$ cat config.mk
export PLATFORM = sky130hd
export DESIGN_NAME = fact_operand_seq
export DESIGN_NICKNAME = d
export VERILOG_FILES = /design/src/rtl/fact_operand_seq.sv
export SDC_FILE = /design/constraint.sdc
export NUM_CORES = 1
export LEC_CHECK = 0
export ABC_AREA = 1
export CAP_MARGIN = 10
export CORE_AREA = 2 2 39 41
export DETAILED_ROUTE_END_ITERATION = 6
export DIE_AREA = 0 0 41 43
export GPL_TIMING_DRIVEN = 0
export PLACE_DENSITY = 0.72
export SETUP_SLACK_MARGIN = 0.4
export SYNTH_ARGS = -nofsm -noshare
export SYNTH_HDL_FRONTEND = slang
export SYNTH_SLANG_ARGS = --single-unit
$ cat constraint.sdc
create_clock -name clk -period 2.87 [get_ports clk]
set_input_delay 0.7175 -clock clk [delete_from_list [all_inputs] [get_ports clk]]
set_output_delay 0.7175 -clock clk [all_outputs]
set_load 0.005 [all_outputs]
$ cat src/rtl/fact_operand_seq.sv
// Factorial operand sequencer: issues N, N-1, ..., 1 (or a single 1 for N=0) over a valid/ready handshake.
// Optional abort input is enabled by defining FACT_SEQ_ABORT_EN.
module fact_operand_seq #(
   parameter int unsigned W = 5
) (
   input  logic         clk,
   input  logic         reset_n,
   input  logic         start,
   input  logic [W-1:0] n_in,
`ifdef FACT_SEQ_ABORT_EN
   input  logic         abort,
`endif
   output logic         op_valid,
   input  logic         op_ready,
   output logic [W-1:0] op_data,
   output logic         op_last,
   output logic         busy,
   output logic         done
);

   typedef enum logic [1:0] {
      IDLE,
      ISSUE,
      DONE
   } state_t;

   state_t       state, state_nxt;
   logic [W-1:0] cnt, cnt_nxt;
   logic         xfer;

   always_ff @(posedge clk or negedge reset_n) begin
      if (!reset_n) begin
         state <= IDLE;
         cnt   <= '0;
      end else begin
         state <= state_nxt;
         cnt   <= cnt_nxt;
      end
   end

   // Outputs decode straight from registered state so reset clears them without a clock edge.
   always_comb begin
      state_nxt = state;
      cnt_nxt   = cnt;
      op_valid  = (state == ISSUE);
      op_data   = op_valid ? cnt : '0;
      op_last   = op_valid && (cnt == W'(1));
      busy      = (state != IDLE);
      done      = (state == DONE);
      xfer      = op_valid && op_ready;

      case (state)
         IDLE: begin
            if (start) begin
               state_nxt = ISSUE;
               // 0! is issued as the single operand 1
               cnt_nxt   = (n_in == '0) ? W'(1) : n_in;
            end
         end
         ISSUE: begin
            if (xfer) begin
               if (op_last) state_nxt = DONE;
               else         cnt_nxt   = cnt - W'(1);
            end
         end
         DONE:    state_nxt = IDLE;
         default: state_nxt = IDLE;
      endcase

`ifdef FACT_SEQ_ABORT_EN
      // Abort overrides any simultaneous transfer and suppresses the done pulse.
      if (abort && (state != IDLE)) begin
         state_nxt = IDLE;
         cnt_nxt   = cnt;
      end
`endif
   end

endmodule

==> results.json, run 1 <==
{
  "synth_seq_cells": 7,
  "cts_root_buf": "clkbuf_4",
  "max_cap_violations": 0,
  "rsz0062_at_grt": "no",
  "clk_path_buf_depth": 2,
  "n_antenna_cell": 0,
  "seq_area_frac_synth": 0.323,
  "hp-class": "reg -> reg",
  "cp-startpoint": "state[0]",
  "critPathLaunchType": "flop",
  "fp.dieH_um": 43,
  "fill_cells": 145,
  "drt_pass1_iterations": 4,
  "gp_congestion": 0.747,
  "holdCritStartpoint": "cnt[1]",
  "p_leak_nw": 0.415,
  "slowest_delay_ps": 500,
  "synthDistinctLibCells": 17,
  "dieWidth_um": 41,
  "start_util": 0.392,
  "grt_pass1_wl_um": 1740,
  "num_vias": 565,
  "cts_tree": "built",
  "globalRoute.totalOverflow": 0,
  "tightestPinTransition_ps": 281,
  "synth_compound_area_frac": 0.0462,
  "post-dp-hpwl_um": 889,
  "grt_max_degree": 11,
  "row_count": 14,
  "endpoint_kind": "output port",
  "drcViolationCount": 0,
  "layout_worst_path_cycle_share": 0.811,
  "fin_nets": 119,
  "setup_violations": 0,
  "muxShareOfSynthArea": 0,
  "r2r-start": "cnt[1]",
  "outcome": "completed",
  "grt_pass1_vias": 451,
  "vias_per_cell": 4.59,
  "htree_levels": 1,
  "synth_xor_area_frac": 0.0162,
  "required_ps": 2150,
  "arrival_ps": 1610,
  "clk_pin_slew_ps": 50,
  "synth_simple_gate_area_frac": 0.457,
  "final_common_cell": "nand2_1",
  "coreArea_mm2": 0.00138,
  "ant_nets": 0,
  "layout-drive-gt1-share": 0.150,
  "ys_warn_count": 0,
  "portBuffers": 17,
  "criticalPathCategory": "reg -> out",
  "avgRoutedWirePerCell_um": 8.97,
  "clock_sinks": 7,
  "timing.fmax_ghz": 0.430,
  "min_period_ps": 2330,
  "syn_area_per_cell_um2": 6.45,
  "grtUsageTotal": 0.144,
  "finalSetupTns_ps": 0,
  "wirelength_um": 1100,
  "r2r_end": "cnt[4]",
  "slew_viol_final": 0,
  "worst_r2r_path_depth": 9,
  "holdWs_ps": 522,
  "dieArea_mm2": 0.00176,
  "holdPathStages": 2,
  "synthCells": 84,
  "worstPathCellList": "nand2_2 -> buf_6 -> nor2_1 -> clkdlybuf4s50_1",
  "synth_top_family_by_area": "simple AND/OR/NAND/NOR gates",
  "critPathSlowestCell": "clkdlybuf4s50_1",
  "drtIter0Drc": 7,
  "power_density_mw_per_mm2": 1060,
  "antenna_found_initial": 0,
  "syn-cell-area_um2": 542,
  "crit_path_end": "op_data[1]",
  "skew_ps": 0.453,
  "clk_latency_ps": 240,
  "path_max_fanout": 10,
  "syn_nets": 95,
  "slew_headroom": 0.812,
  "final_cell_mix": "nand2_1 (28), clkdlybuf4s50_1 (16), nor2_1 (12)",
  "synthAdderAreaFrac": 0.0462,
  "numCtsBuffers": 3,
  "io_pins": 18,
  "r2r_setup_slack_ps": 1600,
  "peakVddDrop_uv": 426,
  "finalHoldViolCount": 0,
  "area_growth_pct": 43.2
}
==> cells by family (layout without fill, tap and decap cells) <==
group                    count (synthesis)  in the layout
AND/OR/NAND/NOR                         55             55
XOR/XNOR                                 1              1
buffers and inverters                   14             37
adder cells (fa/ha/maj)                  2              2
AO/OA/AOI/OAI                            5              5
flip-flops                               7              7
==> through the flow <==
stage	utilization	std cells	total power [mW]	worst slack [ps]	instance area, µm²
5_1_grt	0.561	123	0.907	444	776
3_5_place_dp	0.529	117	0.729	655	732
2_1_floorplan	-	84	0.538	1220	542
4_1_cts	0.548	121	0.821	427	758
6_report	0.561	123	0.822	544	776
3_3_place_gp	0.529	117	0.723	674	732
==> worst max-delay path, delay by kind of cell, from the launching register on <==
family | cells | cell delay, ps
flip-flops | 1 | 480
buffers and inverters | 2 | 660
AND/OR/NAND/NOR | 2 | 220
==> cell usage after synthesis (all sizes together) <==
cell type | n | share of area
nand2 | 30 | 0.22
nor2 | 15 | 0.14
inv | 13 | 0.090
dfrtp | 7 | 0.32
nand3 | 7 | 0.074
o21ai | 4 | 0.037
ha | 2 | 0.046
nor3 | 2 | 0.018
a21oi | 1 | 0.0092
buf | 1 | 0.021
nand4 | 1 | 0.012
xnor2 | 1 | 0.016
==> power breakdown <==
group	leakage, nW	switching, mW	total, mW	internal, mW
Sequential	0.0862	0.0552	0.200	0.145
Combinational	0.314	0.279	0.538	0.259
Clock	0.0150	0.0309	0.0835	0.0527
==> registers in the layout (all words and copies together) (netlist names) <==
signal  cells
cnt         5
state       2
==> per-layer routing <==
metal	global-route usage	share of wire	up-vias	routed length, µm
met5	0	0	-	0
met4	0.100	0.013	0	14
met3	0.0157	0.030	2	33
met2	0.184	0.47	9	518
met1	0.217	0.49	249	536
li1	-	-	305	-
==> how the worst min path moves through the flow <==
| stage | endpoint | slack, ps |
|---|---|---|
| after floorplan | cnt[0] | 420 |
| after global placement | cnt[1] | 490 |
| after detailed placement | cnt[1] | 500 |
| after CTS | cnt[1] | 530 |
| after global routing | cnt[4] | 550 |
| final | cnt[1] | 520 |
==> cell type report <==
cell class,count,area (µm²),share of cell area
sequential,7,175,0.226
timing repair buffer,19,188,0.242
inverter,13,48.8,0.0629
buffer,1,11.3,0.0145
multi-input combinational,63,307,0.395
clock buffer,4,26.3,0.0339
tap,16,20.0,0.0258
==> timing repair <==
action	4_1_cts	5_1_grt
pin swaps	0	1
setup endpoints to repair	1	2
setup buffers	0	2
hold buffers	0	0
resized for setup	1	1
Power figures use the tool's default switching activity.
==> run 2, diff against run 1 <==
==> constraint.sdc (replaced) <==
create_clock -name clk -period 2.2 [get_ports clk]
set_input_delay 0.55 -clock clk [delete_from_list [all_inputs] [get_ports clk]]
set_output_delay 0.55 -clock clk [all_outputs]
set_load 0.005 [all_outputs]
==> results.json, run 2 (synthesis gave the netlist of run 1 again) <==
{
  "tightestPinTransition_ps": 281,
  "grt_pass1_vias": 540,
  "clock_sinks": 7,
  "largest_register": "cnt",
  "slew_viol_final": 0,
  "peakVddDrop_uv": 600,
  "clk_path_buf_depth": 2,
  "final_cell_mix": "nand2_1 (27), buf_4 (9), inv_1 (8), clkdlybuf4s50_1 (8)",
  "timing.fmax_ghz": 0.539,
  "vias_per_cell": 4.75,
  "layout_worst_path_cycle_share": 0.843,
  "gp_congestion": 0.747,
  "cts_tree": "built",
  "clk_pin_slew_ps": 50,
  "p_leak_nw": 0.463,
  "layout-drive-gt1-share": 0.336,
  "grt_max_degree": 11,
  "skew_ps": 0.319,
  "power_density_mw_per_mm2": 1440,
  "area_growth_pct": 61.7,
  "ant_nets": 0,
  "slew_headroom": 0.812,
  "fp.dieH_um": 43,
  "critPathLaunchType": "flop",
  "start_util": 0.392,
  "setup_violations": 0,
  "avgRoutedWirePerCell_um": 11.5,
  "fin_nets": 128,
  "criticalPathCategory": "reg -> out",
  "coreArea_mm2": 0.00138,
  "worstPathCellList": "inv_2 -> ha_4 -> inv_2 -> nor2_4 -> nand2_2 -> nor2_2 -> buf_2",
  "post-dp-hpwl_um": 889,
  "finalSetupTns_ps": 0,
  "dpl_cell_area_um2": 732,
  "hp-class": "in -> async",
  "io_pins": 18,
  "clk_latency_ps": 240,
  "drtIter0Drc": 8,
  "slowest_delay_ps": 380,
  "min_period_ps": 1850,
  "cts_root_buf": "clkbuf_4",
  "numCtsBuffers": 3,
  "htree_levels": 1,
  "max_cap_violations": 0,
  "grtUsageTotal": 0.173,
  "fin_area_um2": 876,
  "reg_top3": "cnt: 5 flops, state: 2 flops",
  "n_antenna_cell": 0,
  "antenna_found_initial": 0,
  "portBuffers": 17,
  "critPathSlowestCell": "dfrtp_1",
  "rsz0062_at_grt": "yes",
  "largest_reg_flops": 5,
  "globalRoute.totalOverflow": 0,
  "final_common_cell": "nand2_1",
  "arrival_ps": 1300,
  "critPathMostFrequentCell": "inv_2",
  "dieWidth_um": 41,
  "finalHoldViolCount": 0,
  "path_max_fanout": 3,
  "row_count": 14,
  "required_ps": 1650,
  "grt_pass1_wl_um": 2080,
  "drcViolationCount": 0,
  "num_vias": 627,
  "endpoint_kind": "output port",
  "outcome": "completed",
  "wirelength_um": 1520,
  "dieArea_mm2": 0.00176,
  "drt_pass1_iterations": 4
}
-- run 2: cell types whose count changed in the layout (fill, tap and decap cells not counted), sizes merged --
cell           change
buf               +10
dlygate4sd2        +5
clkbuf             +2
clkdlybuf4s15      +1
dlymetal6s2s       -1
clkdlybuf4s50      -8
-- run 2: through the flow --
stage / power (mW) / util / instances / hold slack, ps / setup slack, ps
4_1_cts: 1.09 / 0.579 / 127 / 537 / 218
3_5_place_dp: 0.952 / 0.529 / 117 / 498 / 153
6_report: 1.27 / 0.633 / 132 / 551 / 346
5_1_grt: 1.38 / 0.633 / 132 / 558 / 263
2_1_floorplan: 0.701 / - / 84 / 254 / 721
3_3_place_gp: 0.943 / 0.529 / 117 / 486 / 171
-- run 2: what timing repair did --
item | 4_1_cts | 5_1_grt
pin swaps | 0 | 2
gates cloned | 0 | 0
buffers inserted | 6 | 5
resized for setup | 14 | 21
hold buffers | 0 | 0
setup endpoints to repair | 9 | 5
-- run 2: critical path, delay by kind of cell, from the launching register on --
family | cells | cell delay (ps)
AND/OR/NAND/NOR | 3 | 290
buffers and inverters | 3 | 260
flip-flops | 1 | 380
adder cells (fa/ha/maj) | 1 | 130
-- run 2: report_power, final --
group	switching, mW	internal (mW)
registers	0.0785	0.191
logic	0.471	0.416
clock network	0.0403	0.0687
total	0.590	0.675
-- run 2: path summary, 6_finish.rpt --
kind / start / to / slack, ps / cells after the start
min reg2reg: cnt[0] / cnt[0] / 580 / 2
min in group clk: cnt[0] / cnt[0] / 580 / 2
max: cnt[1] / op_last / 350 / 7
min: reset_n / cnt[2] / 550 / 1
max reg2reg: cnt[1] / cnt[4] / 870 / 9
max in group asynchronous: reset_n / state[0] / 1410 / 1
-- run 2: area by class of cell --
type | instances | area, µm²
plain buffers | 1 | 11.3
well taps | 16 | 20.0
multi-input cells | 63 | 354
repair buffers | 28 | 239
clock buffers | 4 | 26.3
fillers | 122 | 508
flip-flops and latches | 7 | 176
inverters | 13 | 48.8
-- run 2: routing by layer --
metal | wire (µm) | track usage | up-vias
li1 | - | - | 321
met1 | 622 | 0.217 | 283
met3 | 47 | 0.0209 | 6
met2 | 782 | 0.263 | 17
met4 | 63 | 0.113 | 0
met5 | 0 | 0 | -
==> run 3, diff against run 2 <==
--- a/config.mk
+++ b/config.mk
@@ -7,11 +7,11 @@
 export LEC_CHECK = 0
 export ABC_AREA = 1
 export CAP_MARGIN = 10
-export CORE_AREA = 2 2 39 41
+export CORE_MARGIN = 2
+export CORE_UTILIZATION = 39
 export DETAILED_ROUTE_END_ITERATION = 6
-export DIE_AREA = 0 0 41 43
 export GPL_TIMING_DRIVEN = 0
-export PLACE_DENSITY = 0.72
+export PLACE_DENSITY = 0.73
 export SETUP_SLACK_MARGIN = 0.4
 export SYNTH_ARGS = -nofsm -noshare
 export SYNTH_HDL_FRONTEND = slang
==> constraint.sdc (replaced) <==
create_clock -name clk -period 1.7 [get_ports clk]
set_input_delay 0.425 -clock clk [delete_from_list [all_inputs] [get_ports clk]]
set_output_delay 0.425 -clock clk [all_outputs]
set_load 0.005 [all_outputs]
==> results.json, run 3 (synthesis gave the netlist of run 1 again) <==
{
  "rsz0062_at_grt": "yes",
  "num_vias": 689,
  "switching_share": 0.470,
  "arrival_ps": 1270,
  "final_util": 0.752,
  "cts_tree": "built",
  "slew_headroom": 0.809,
  "combPwrFrac": 0.736,
  "post-route-worst-setup-slack_ps": 0.660,
  "grtUsageTotal": 0.187,
  "hp-class": "in -> async",
  "dieArea_mm2": 0.00170,
  "numCtsBuffers": 3,
  "clock_sinks": 7,
  "cts_root_buf": "clkbuf_4",
  "setup_violations": 0,
  "gp_congestion": 0.785,
  "path_max_fanout": 2,
  "finalHoldViolCount": 0,
  "ant_nets": 0,
  "io_pins": 18,
  "clk_path_buf_depth": 2,
  "peakVddDrop_uv": 1010,
  "largest_register": "cnt",
  "layout-drive-gt1-share": 0.476,
  "row_count": 13,
  "dieWidth_um": 41.3,
  "drt_pass1_iterations": 4,
  "grt_pass1_wl_um": 2040,
  "largest_reg_flops": 5,
  "critPathLaunchType": "flop",
  "drtIter0Drc": 10,
  "max_cap_violations": 0,
  "total_power_mw": 1.93,
  "dp_slack_ps": -188,
  "p_seq_frac": 0.190,
  "reg_top3": "cnt: 5 flops, state: 2 flops",
  "vias_per_cell": 4.96,
  "criticalPathCategory": "reg -> out",
  "skew_ps": 5.04,
  "power_density_mw_per_mm2": 1970,
  "wirelength_um": 1830,
  "fp.dieH_um": 41.3,
  "clk_pin_slew_ps": 50,
  "n_antenna_cell": 0,
  "p_leak_nw": 0.502,
  "clockPowerShare": 0.074,
  "final_cell_mix": "nand2_1 (26), buf_4 (12), nor2_4 (9)",
  "grt_max_degree": 8,
  "required_ps": 1270,
  "drcViolationCount": 0,
  "antenna_found_initial": 0,
  "tightestPinTransition_ps": 285,
  "min_period_ps": 1700,
  "start_util": 0.416,
  "clk_latency_ps": 250,
  "finalSetupTns_ps": 0,
  "timing.fmax_ghz": 0.588,
  "avgRoutedWirePerCell_um": 13.2,
  "layout_worst_path_cycle_share": 1.00,
  "slew_viol_final": 0,
  "endpoint_kind": "output port",
  "p_switching_uw": 908,
  "post-dp-hpwl_um": 902,
  "outcome": "completed",
  "fin_nets": 136,
  "grt_pass1_vias": 501,
  "htree_levels": 1,
  "globalRoute.totalOverflow": 0,
  "internal-power_mw": 1.02,
  "area_growth_pct": 80.6,
  "final_common_cell": "nand2_1",
  "coreArea_mm2": 0.00130,
  "portBuffers": 17
}
-- run 3: changes by cell type in the layout (fill, tap and decap cells not counted), sizes merged --
cell,previous run,this run
buf,13,26
clkbuf,6,7
dlygate4sd2,5,0
clkdlybuf4s15,1,0
-- run 3: worst max-delay path: stages, from the launching register on --
cell and delay, ps:
dfrtp_1 380, inv_2 90, ha_4 130, inv_2 40
nor2_4 90, nand2_2 70, nor2_1 110, buf_2 130
-- run 3: layout make-up --
| cell class | count | area (µm²) |
|---|---|---|
| inverter | 13 | 51.3 |
| sequential | 7 | 176 |
| fill | 88 | 323 |
| clock buffer | 4 | 26.3 |
| buffer | 1 | 11.3 |
| multi-input combinational | 63 | 400 |
| timing repair buffer | 36 | 294 |
| tap | 15 | 18.8 |
-- run 3: path summary, 6_finish.rpt --
path / depth (start not counted) / slack (ps) / end / from
setup / recovery: 7 / 0.7 / op_last / cnt[1]
hold / removal: 1 / 420 / cnt[2] / reset_n
setup reg to reg: 9 / 280 / cnt[1] / cnt[0]
hold reg to reg: 2 / 610 / cnt[3] / cnt[3]
max in group asynchronous: 1 / 1030 / state[0] / reset_n
min in group clk: 2 / 610 / cnt[3] / cnt[3]
-- run 3: metal layers --
metal  GRT usage  share of wire  vias to the layer above
li1            -              -                      340
met1       0.251           0.42                      328
met2       0.320           0.51                       15
met3           0          0.035                        6
met4      0.0726          0.029                        0
met5           0              0                        -
-- run 3: what timing repair did --
item / CTS / global route
hold buffers: 0 / 0
endpoints found under the setup margin: 9 / 15
setup buffers: 12 / 7
gates resized for setup: 40 / 31
pin swaps: 3 / 7
-- run 3: power groups by stage --
stage               registers (mW)  logic (mW)  clock network [mW]
floorplan                    0.319       0.592                   0
global placement             0.336       0.888                   0
detailed placement           0.337       0.900                   0
CTS                          0.336        1.09               0.151
global route                 0.375        1.55               0.162
finish                       0.367        1.42               0.144
-- run 3: through the flow --
stage	hold slack (ps)	std cells	cell area, µm²
floorplan	129	84	542
global placement	508	116	731
detailed placement	515	116	731
CTS	421	132	856
global route	433	139	978
finish	423	139	978
